### src/rtl/wm_refill_fifo_if.sv
// Consumer-side bus of the watermark refill FIFO: pop request, read data and occupancy status.
interface wm_refill_fifo_if #(
    parameter int DATA_WIDTH = 8,
    parameter int DEPTH      = 8
);
    localparam int CW = $clog2(DEPTH) + 1;

    logic                  rd_en;
    logic [DATA_WIDTH-1:0] data_out;
    logic                  empty;
    logic                  full;
    logic [CW-1:0]         fifo_words;

    modport master (output rd_en, input data_out, empty, full, fifo_words);
    modport slave  (input rd_en, output data_out, empty, full, fifo_words);
endinterface

### src/rtl/wm_refill_fifo.sv
// Synchronous FIFO with a hysteresis refill engine that fills to hi_wm and resumes at lo_wm.
// Optional sticky underflow/starved flags are built when WM_FIFO_ERR_EN is defined.
module wm_refill_fifo #(
    parameter int DATA_WIDTH = 8,
    parameter int DEPTH      = 8,
    parameter int SEED       = 0,
    localparam int CW        = $clog2(DEPTH) + 1
) (
    input  logic                  clk,
    input  logic                  rst_n,
    input  logic                  refill_en,
    input  logic [CW-1:0]         hi_wm,
    input  logic [CW-1:0]         lo_wm,
    output logic                  wr_en,
    output logic [DATA_WIDTH-1:0] wr_data,
    output logic                  refilling,
    input  logic                  clr_err,
    output logic                  underflow,
    output logic                  starved,
    wm_refill_fifo_if.slave       bus
);
    localparam int AW = $clog2(DEPTH);

    typedef enum logic [1:0] {IDLE, FILL, HOLD} state_t;

    function automatic logic [CW-1:0] f_min(input logic [CW-1:0] a, input logic [CW-1:0] b);
        return (a < b) ? a : b;
    endfunction

    state_t                r_state;
    logic                  r_refilling;
    logic [AW-1:0]         r_wr_ptr;
    logic [AW-1:0]         r_rd_ptr;
    logic [CW-1:0]         r_words;
    logic [DATA_WIDTH-1:0] r_data_out;
    logic [DATA_WIDTH-1:0] r_gen;
    logic [DATA_WIDTH-1:0] r_mem [DEPTH];

    logic [CW-1:0] w_hi_eff;
    logic [CW-1:0] w_lo_eff;
    logic          w_empty;
    logic          w_full;
    logic          w_wr;
    logic          w_rd;
    logic [CW-1:0] w_count_next;

    assign w_hi_eff     = f_min(hi_wm, CW'(DEPTH));
    // Low mark kept strictly below the high mark so the hysteresis band never collapses.
    assign w_lo_eff     = (w_hi_eff == '0) ? '0 : f_min(lo_wm, w_hi_eff - CW'(1));
    assign w_empty      = (r_words == '0);
    assign w_full       = (r_words == CW'(DEPTH));
    assign w_wr         = (r_state == FILL) && !w_full && (w_hi_eff != '0);
    assign w_rd         = bus.rd_en && !w_empty;
    assign w_count_next = r_words + CW'(w_wr) - CW'(w_rd);

    always_ff @(posedge clk) begin
        if (!rst_n) begin
            r_state     <= IDLE;
            r_refilling <= 1'b0;
        end else begin
            case (r_state)
                IDLE: begin
                    if (refill_en) begin
                        r_state     <= FILL;
                        r_refilling <= 1'b1;
                    end
                end
                FILL: begin
                    if (!refill_en) begin
                        r_state     <= IDLE;
                        r_refilling <= 1'b0;
                    end else if (w_count_next >= w_hi_eff) begin
                        r_state     <= HOLD;
                        r_refilling <= 1'b0;
                    end
                end
                HOLD: begin
                    if (!refill_en) begin
                        r_state     <= IDLE;
                        r_refilling <= 1'b0;
                    end else if (w_count_next <= w_lo_eff) begin
                        r_state     <= FILL;
                        r_refilling <= 1'b1;
                    end
                end
                default: begin
                    r_state     <= IDLE;
                    r_refilling <= 1'b0;
                end
            endcase
        end
    end

    always_ff @(posedge clk) begin
        if (!rst_n) begin
            r_wr_ptr   <= '0;
            r_rd_ptr   <= '0;
            r_words    <= '0;
            r_data_out <= '0;
            r_gen      <= DATA_WIDTH'(SEED);
        end else begin
            r_words <= w_count_next;
            if (w_wr) begin
                r_wr_ptr <= r_wr_ptr + AW'(1);
                r_gen    <= r_gen + DATA_WIDTH'(1);
            end
            if (w_rd) begin
                r_rd_ptr   <= r_rd_ptr + AW'(1);
                r_data_out <= r_mem[r_rd_ptr];
            end
        end
    end

    // Storage is not reset; pointer reset alone discards the contents.
    always_ff @(posedge clk) begin
        if (w_wr) begin
            r_mem[r_wr_ptr] <= r_gen;
        end
    end

    assign wr_en          = w_wr;
    assign wr_data        = r_gen;
    assign refilling      = r_refilling;
    assign bus.data_out   = r_data_out;
    assign bus.empty      = w_empty;
    assign bus.full       = w_full;
    assign bus.fifo_words = r_words;

`ifdef WM_FIFO_ERR_EN
    logic r_underflow;
    logic r_starved;

    always_ff @(posedge clk) begin
        if (!rst_n || clr_err) begin
            r_underflow <= 1'b0;
            r_starved   <= 1'b0;
        end else begin
            if (bus.rd_en && w_empty) begin
                r_underflow <= 1'b1;
            end
            if (bus.rd_en && w_empty && (r_state == FILL)) begin
                r_starved <= 1'b1;
            end
        end
    end

    assign underflow = r_underflow;
    assign starved   = r_starved;
`else
    logic w_unused_clr;
    assign w_unused_clr = clr_err;
    assign underflow    = 1'b0;
    assign starved      = 1'b0;
`endif

endmodule

### src/flat_wrapper.sv
// flat-port wrapper written by rule: the top's interface ports become plain ports
module wm_refill_fifo_flat 
#(
    parameter int DATA_WIDTH = 8,
    parameter int DEPTH      = 8,
    parameter int SEED       = 0,
    localparam int CW        = $clog2(DEPTH) + 1
)
  (clk, rst_n, refill_en, hi_wm, lo_wm, wr_en, wr_data, refilling, clr_err, underflow, starved, bus_rd_en, bus_data_out, bus_empty, bus_full, bus_fifo_words);
  wm_refill_fifo_if #(.DATA_WIDTH(DATA_WIDTH), .DEPTH(DEPTH)) bus_i ();
  input  logic clk;
  input  logic rst_n;
  input  logic refill_en;
  input  logic [CW-1:0] hi_wm;
  input  logic [CW-1:0] lo_wm;
  output logic wr_en;
  output logic [DATA_WIDTH-1:0] wr_data;
  output logic refilling;
  input  logic clr_err;
  output logic underflow;
  output logic starved;
  input wire logic [$bits(bus_i.rd_en)-1:0] bus_rd_en;
  output wire logic [$bits(bus_i.data_out)-1:0] bus_data_out;
  output wire logic [$bits(bus_i.empty)-1:0] bus_empty;
  output wire logic [$bits(bus_i.full)-1:0] bus_full;
  output wire logic [$bits(bus_i.fifo_words)-1:0] bus_fifo_words;
  assign bus_i.rd_en = bus_rd_en;
  assign bus_data_out = bus_i.data_out;
  assign bus_empty = bus_i.empty;
  assign bus_full = bus_i.full;
  assign bus_fifo_words = bus_i.fifo_words;
  wm_refill_fifo #(.DATA_WIDTH(DATA_WIDTH), .DEPTH(DEPTH), .SEED(SEED)) u_core (.clk(clk), .rst_n(rst_n), .refill_en(refill_en), .hi_wm(hi_wm), .lo_wm(lo_wm), .wr_en(wr_en), .wr_data(wr_data), .refilling(refilling), .clr_err(clr_err), .underflow(underflow), .starved(starved), .bus(bus_i));
endmodule
### config.mk
export PLATFORM = sky130hd
export DESIGN_NAME = wm_refill_fifo_flat
export DESIGN_NICKNAME = d
export VERILOG_FILES = /design/src/rtl/wm_refill_fifo_if.sv /design/src/rtl/wm_refill_fifo.sv /design/src/flat_wrapper.sv
export SDC_FILE = /design/constraint.sdc
export NUM_CORES = 1
export LEC_CHECK = 0
export CORE_MARGIN = 2
export CORE_UTILIZATION = 55
export CTS_BUF_LIST = sky130_fd_sc_hd__clkbuf_4 sky130_fd_sc_hd__clkbuf_8
export CTS_CLUSTER_SIZE = 25
export DETAILED_ROUTE_END_ITERATION = 16
export GPL_ROUTABILITY_DRIVEN = 0
export GPL_TIMING_DRIVEN = 0
export PLACE_DENSITY_LB_ADDON = 0.08
export SYNTH_ARGS = -nofsm -noshare
export SYNTH_HDL_FRONTEND = slang
export SYNTH_SLANG_ARGS = --single-unit
### constraint.sdc
create_clock -name clk -period 9.1 [get_ports clk]
set_clock_uncertainty 0.15 [all_clocks]
set_input_delay 0.91 -clock clk [delete_from_list [all_inputs] [get_ports clk]]
set_output_delay 0.91 -clock clk [all_outputs]
set_load 0.005 [all_outputs]
Yosys cells after proc, flatten, opt, wreduce, memory -nomap -nowiden
Memory sizes are Yosys's and may differ from the RTL's. A register that Yosys moved wholly into a read port is not among the register bits. Index checks and enable logic that the tools add are counted.

Register bits after elaboration: 21. Bits in latches: 0. RAM bits: 64. Memory bits (read-only): 0. Output and inout bits: 26. Word-level logic and storage cells: 51. Memories kept: 1.

Add/sub/neg operators: 6. $mul: 0. Divide/modulo/power cells: 0. Magnitude comparators: 4. Equality and inequality tests: 6. Shift-type cells: 0. Mux-type cells: 17. Bitwise gates (word level): 0. Reduce and logical (&&, ||, !) cells: 11.

Memory list: u_core.r_mem (depth 8, width 8, rd ports 1, clocked after Yosys merged registers in 1, write ports 1, line wm_refill_fifo.sv:37) `logic [DATA_WIDTH-1:0] r_mem [DEPTH];`.

Operators by type and width (count): two-way mux 4 bit (3); two-way mux 2 bit (5); adder 8 x 1 -> 8 bit (second input constant) (1); logical NOT 4 bit (2); two-way mux 1 bit (7); adder 3 x 1 -> 3 bit (second input constant) (2); case mux 2 bit (3 select lines) (1); adder 4 x 1 -> 4 bit (1); == test 4 bit (second input constant) (1); greater-or-equal comparator 4 bit (1); <= comparator 4 bit (1); less-than comparator 4 bit (1); less-than comparator 4 bit (second input constant) (1); nonzero test 4 bit (1); subtractor 4 x 1 -> 4 bit (1); subtractor 4 x 1 -> 4 bit (second input constant) (1); logical AND 1 bit (3); logical NOT 1 bit (3); inequality test 3 x 2 -> 1 bit (second input constant) (1); inequality test 3 bit (second input constant) (1); case mux 1 bit (3 select lines) (1); AND reduction 3 bit (1); == test 2 x 1 -> 1 bit (second input constant) (1); == test 2 bit (second input constant) (1); 2 further kinds (2).

Logic depth before layout (Yosys ltp)
Depth after elaboration: 10. Depth in mapped cells: 17.

Worst setup path after synthesis
OpenSTA, ideal clock, no wires.

Path kind: input port to flip-flop. Start: input port hi_wm[3]. End: register u_core.r_refilling (netlist: u_core.refilling). Arrival: 3748 ps. Required time: 8891 ps. Setup slack: 5143 ps. Stages on the path: 14. Cells stage by stage: inv_1 > nand2_1 > ha_1 > nor3b_1 > or3_1 > buf_6 > clkinv_4 > ha_1 > fa_1 > ha_1 > a21o_1 > maj3_1 > a211oi_1 > a221o_1.

Longest elaborated chain between the ends: 9.

RTL lines: start: declaration (line flat_wrapper.sv:14) `input logic [CW-1:0] hi_wm;`; less-than comparator 4 bit (line wm_refill_fifo.sv:27) `return (a < b) ? a : b;`; two-way mux 4 bit * (line wm_refill_fifo.sv:27); nonzero test 4 bit * (line wm_refill_fifo.sv:52) `assign w_wr = (r_state == FILL) && !w_full && (w_hi_eff != '0);`; logical AND 1 bit * (line wm_refill_fifo.sv:52); via wr_en (line flat_wrapper.sv:16) `output logic wr_en;`; adder 4 x 1 -> 4 bit * (line wm_refill_fifo.sv:54) `assign w_count_next = r_words + CW'(w_wr) - CW'(w_rd);`; subtractor 4 x 1 -> 4 bit * (line wm_refill_fifo.sv:54); via u_core.w_count_next[1] (line wm_refill_fifo.sv:45) `logic [CW-1:0] w_count_next;`; greater-or-equal comparator 4 bit or <= comparator 4 bit (tied branches) (line wm_refill_fifo.sv:72, wm_refill_fifo.sv:81); inequality test 3 bit (no line) or inequality test 3 x 2 -> 1 bit (tied branches); AND reduction 3 bit (no line) *; end signal: assignment (line wm_refill_fifo.sv:59) `r_refilling <= 1'b0;`; end signal: assignment (line wm_refill_fifo.sv:71) `r_refilling <= 1'b0;`; end signal: assignment (line wm_refill_fifo.sv:74) `r_refilling <= 1'b0;`; end: declaration (line wm_refill_fifo.sv:31) `logic r_refilling;`.

Mark *: on every way through the listed nets, which the timed path passes. The rest lies on a longest branch. A chain may end at the register's enable or synchronous reset.

Worst setup path after layout
Start: input port bus_rd_en. End: register u_core.r_state[1].

Longest elaborated chain between the ends: 5.

RTL lines: start: declaration (line flat_wrapper.sv:22) `input wire logic [$bits(bus_i.rd_en)-1:0] bus_rd_en;`; logical AND 1 bit * (line wm_refill_fifo.sv:53) `assign w_rd = bus.rd_en && !w_empty;`; via u_core.w_rd (line wm_refill_fifo.sv:44) `logic w_rd;`; subtractor 4 x 1 -> 4 bit * (line wm_refill_fifo.sv:54); via u_core.w_count_next[3] (line wm_refill_fifo.sv:45); greater-or-equal comparator 4 bit or <= comparator 4 bit (tied branches) (line wm_refill_fifo.sv:72, wm_refill_fifo.sv:81); inequality test 3 bit (no line) or inequality test 3 x 2 -> 1 bit (tied branches); AND reduction 3 bit (no line) *; end signal: assignment (line wm_refill_fifo.sv:58) `r_state <= IDLE;`; end signal: assignment (line wm_refill_fifo.sv:70) `r_state <= IDLE;`; end signal: assignment (line wm_refill_fifo.sv:73) `r_state <= HOLD;`; end: declaration (line wm_refill_fifo.sv:30) `state_t r_state;`.

Marked as above.

==> results.sh <==
export IMPL_setup_viol_count_final=0
export IMPL_fmax_mhz=215
export IMPL_clock_sinks=93
export IMPL_drc=0
export IMPL_final_common_cell="edfxtp_1"
export IMPL_cts_resized=0
export IMPL_finalHoldViolCount=0
export IMPL_end_kind="flop"
export IMPL_cts_tree="done"
export IMPL_peakVddDrop_mv=0.121
export IMPL_die_y_um=90.6
export IMPL_worstMarginPinSlew_ns=0.912
export IMPL_hp_start="u_core.bus.data_out[5]$_SDFFE_PN0P_"
export IMPL_nets=380
export IMPL_drt_wirelength_per_cell_um=18.3
export IMPL_p_total_mw=1.23
export IMPL_p_leak_nw=1.73
export IMPL_port_buffers=35
export IMPL_start_util_pct=56.9
export IMPL_grt_max_degree=18
export IMPL_ioPinCount=39
export IMPL_die_w_um=90.6
export IMPL_drv_slew=0
export IMPL_syn_inst=295
export IMPL_ctsHoldBuffers=0
export IMPL_grt_overflow_total=0
export IMPL_arrival_ns=4.78
export IMPL_synth_seq_cells=93
export IMPL_ys_seq_area_share_pct=60.6
export IMPL_startpoint_type="primary input"
export IMPL_grt_pass1_vias=2471
export IMPL_detail_route_antenna_nets=0
export IMPL_synth_main_ff_cell="edfxtp_1"
export IMPL_dp_hpwl_um=5680
export IMPL_cts_root_buf="clkbuf_8"
export IMPL_wl_um=8240
export IMPL_fin_tns_setup_ns=0
export IMPL_path_class="in2reg"
export IMPL_ys_warn_count=0
export IMPL_path_max_fanout=10
export IMPL_synth_area_per_cell_sq_um=14.0
export IMPL_synth_top_area_share_pct=46.6
export IMPL_synth_top_area_cell="edfxtp_1"
export IMPL_required_ns=9.23
export IMPL_clockBufferDepth=2
export IMPL_syn2layout_area_growth_pct=18.3
export IMPL_async_reset_ff_share_pct=0
export IMPL_routed_via_density=5.54
export IMPL_period_share_pct=51.1
export IMPL_dieArea_sq_um=8210
export IMPL_routed_via_count=2487
export IMPL_h_tree_depth=3
export IMPL_first_iter_violations=148
export IMPL_layout_drive_gt1_share_pct=14.3
export IMPL_path_clk_slew_ns=0.09
export IMPL_post_cts_buffers=0
export IMPL_grt_util_all_layers_pct=21.8
export IMPL_drv_cap=0
export IMPL_fin_crit_ns=4.65
export IMPL_final_cell_mix="64 x edfxtp_1, 35 x clkdlybuf4s50_1, 29 x dfxtp_1"
export IMPL_max_slew_margin_pct=38.9
export IMPL_worstSkewPairLatency_ns=0.36
export IMPL_yosysUniqueCellTypes=44
export IMPL_rsz0062_at_grt="no"
export IMPL_antenna_found_initial=0
export IMPL_r2r_start="u_core.bus.fifo_words[2]$_SDFF_PN0_"
export IMPL_startpoint="bus_rd_en"
export IMPL_min_path_type="reg2reg"
export IMPL_r2r_setup_slack_ns=4.73
export IMPL_synthesis_area_sq_um=4130
export IMPL_synth_area_leaders="edfxtp_1 47%, dfxtp_1 14%, mux4_2 8.7%"
export IMPL_coreArea_sq_um=7250
export IMPL_fillers=551
export IMPL_grt_pass1_wl_um=13100
export IMPL_cts_buffers=9
export IMPL_rows=31
export IMPL_antennaDiodeCount=0
export IMPL_status="complete, no violations"
export IMPL_drtPass1Iterations=4
export IMPL_synth_edf_count=64
export IMPL_power_density_nw_per_um2=252
## cell type report
| cell class | instances | area (sq um) | share of cell area (%) |
|---|---|---|---|
| Sequential cell | 93 | 2500 | 51.2 |
| Inverter | 12 | 50.0 | 1.02 |
| Multi-Input combinational cell | 177 | 1530 | 31.3 |
| Clock inverter | 7 | 105 | 2.15 |
| Clock buffer | 9 | 124 | 2.54 |
| Tap cell | 99 | 124 | 2.54 |
| Buffer | 14 | 75.1 | 1.54 |
| Timing Repair Buffer | 38 | 373 | 7.64 |
## power by group
group          total [mW]  switching, mW  internal, mW
clock network       0.311          0.152         0.159
registers           0.513         0.0249         0.488
logic               0.409          0.201         0.207
total                1.23          0.378         0.854
## synth_stat cells (2+ instances only)
cell type and instances:
xor2_1 7, o21ai_0 10, o211ai_1 3, xnor2_1 6, a21oi_1 15, nand3_1 4, nor4_1 2, a211oi_1 3
a21boi_0 2, nand4_1 2, mux4_2 16, o21a_1 2, a21o_1 2, edfxtp_1 64, buf_4 3, nor3b_1 3
nor2b_1 5, buf_2 3, mux2i_1 9, nand2b_1 3, inv_1 11, and2_1 12, ha_1 21, nor2_1 11
dfxtp_1 29, nand2_1 21, clkbuf_1 6, nor3_1 4
## registers in the layout, summed over array words and instances, names as in the netlist
register,count
u_core.wr_data,8
u_core.bus.fifo_words,4
u_core.r_mem,64
u_core.r_rd_ptr,3
u_core.r_state,2
u_core.r_wr_ptr,3
u_core.refilling,1
u_core.bus.data_out,8
## final timing paths
kind	depth (start not counted)	endpoint
max	15	u_core.r_state[1]$_SDFFE_PN0P_
min	2	u_core.bus.data_out[5]$_SDFFE_PN0P_
max reg2reg	17	u_core.r_state[1]$_SDFFE_PN0P_
min reg2reg	2	u_core.bus.data_out[5]$_SDFFE_PN0P_
## worst max-delay path, cell delays in order
cell	delay [ns]
clkdlybuf4s50_1	0.45
nor2b_1	0.15
buf_2	0.27
buf_1	0.49
ha_1	0.25
inv_1	0.06
ha_1	0.28
a21o_1	0.18
a21oi_1	0.16
xor2_1	0.32
ha_1	0.32
and4_1	0.22
a211oi_1	0.39
a21oi_1	0.13
nor3_1	0.19
## routing by layer
layer,up-vias,GRT usage (%),routed length [um]
met2,75,35.1,4000
met4,0,6.15,108
met1,1203,30.3,3570
met5,-,0,0
li1,1199,-,-
met3,10,4.34,554
## kinds of logic after synthesis
family / Yosys count / share of synthesized area (%)
fa+ha+maj: 23 / 7.10
mux: 25 / 10.9
flops: 93 / 60.6
other cells: 1 / 0.0909
simple gates: 74 / 9.61
xor+xnor: 13 / 2.76
compound gates: 40 / 5.85
buf+inv: 26 / 3.03
## stage by stage
step | instance area (sq um) | cells | hold WS, ns | util [%] | setup slack (ns)
2_1_floorplan | 4130 | 296 | 0.357 | - | 5.14
3_3_place_gp | 4600 | 430 | 0.375 | 63.5 | 4.13
3_5_place_dp | 4640 | 432 | 0.402 | 64.0 | 4.03
4_1_cts | 4870 | 448 | 0.416 | 67.2 | 4.41
5_1_grt | 4880 | 449 | 0.436 | 67.3 | 4.16
6_report | 4880 | 449 | 0.411 | 67.3 | 4.45
Power figures use the tool's default switching activity.
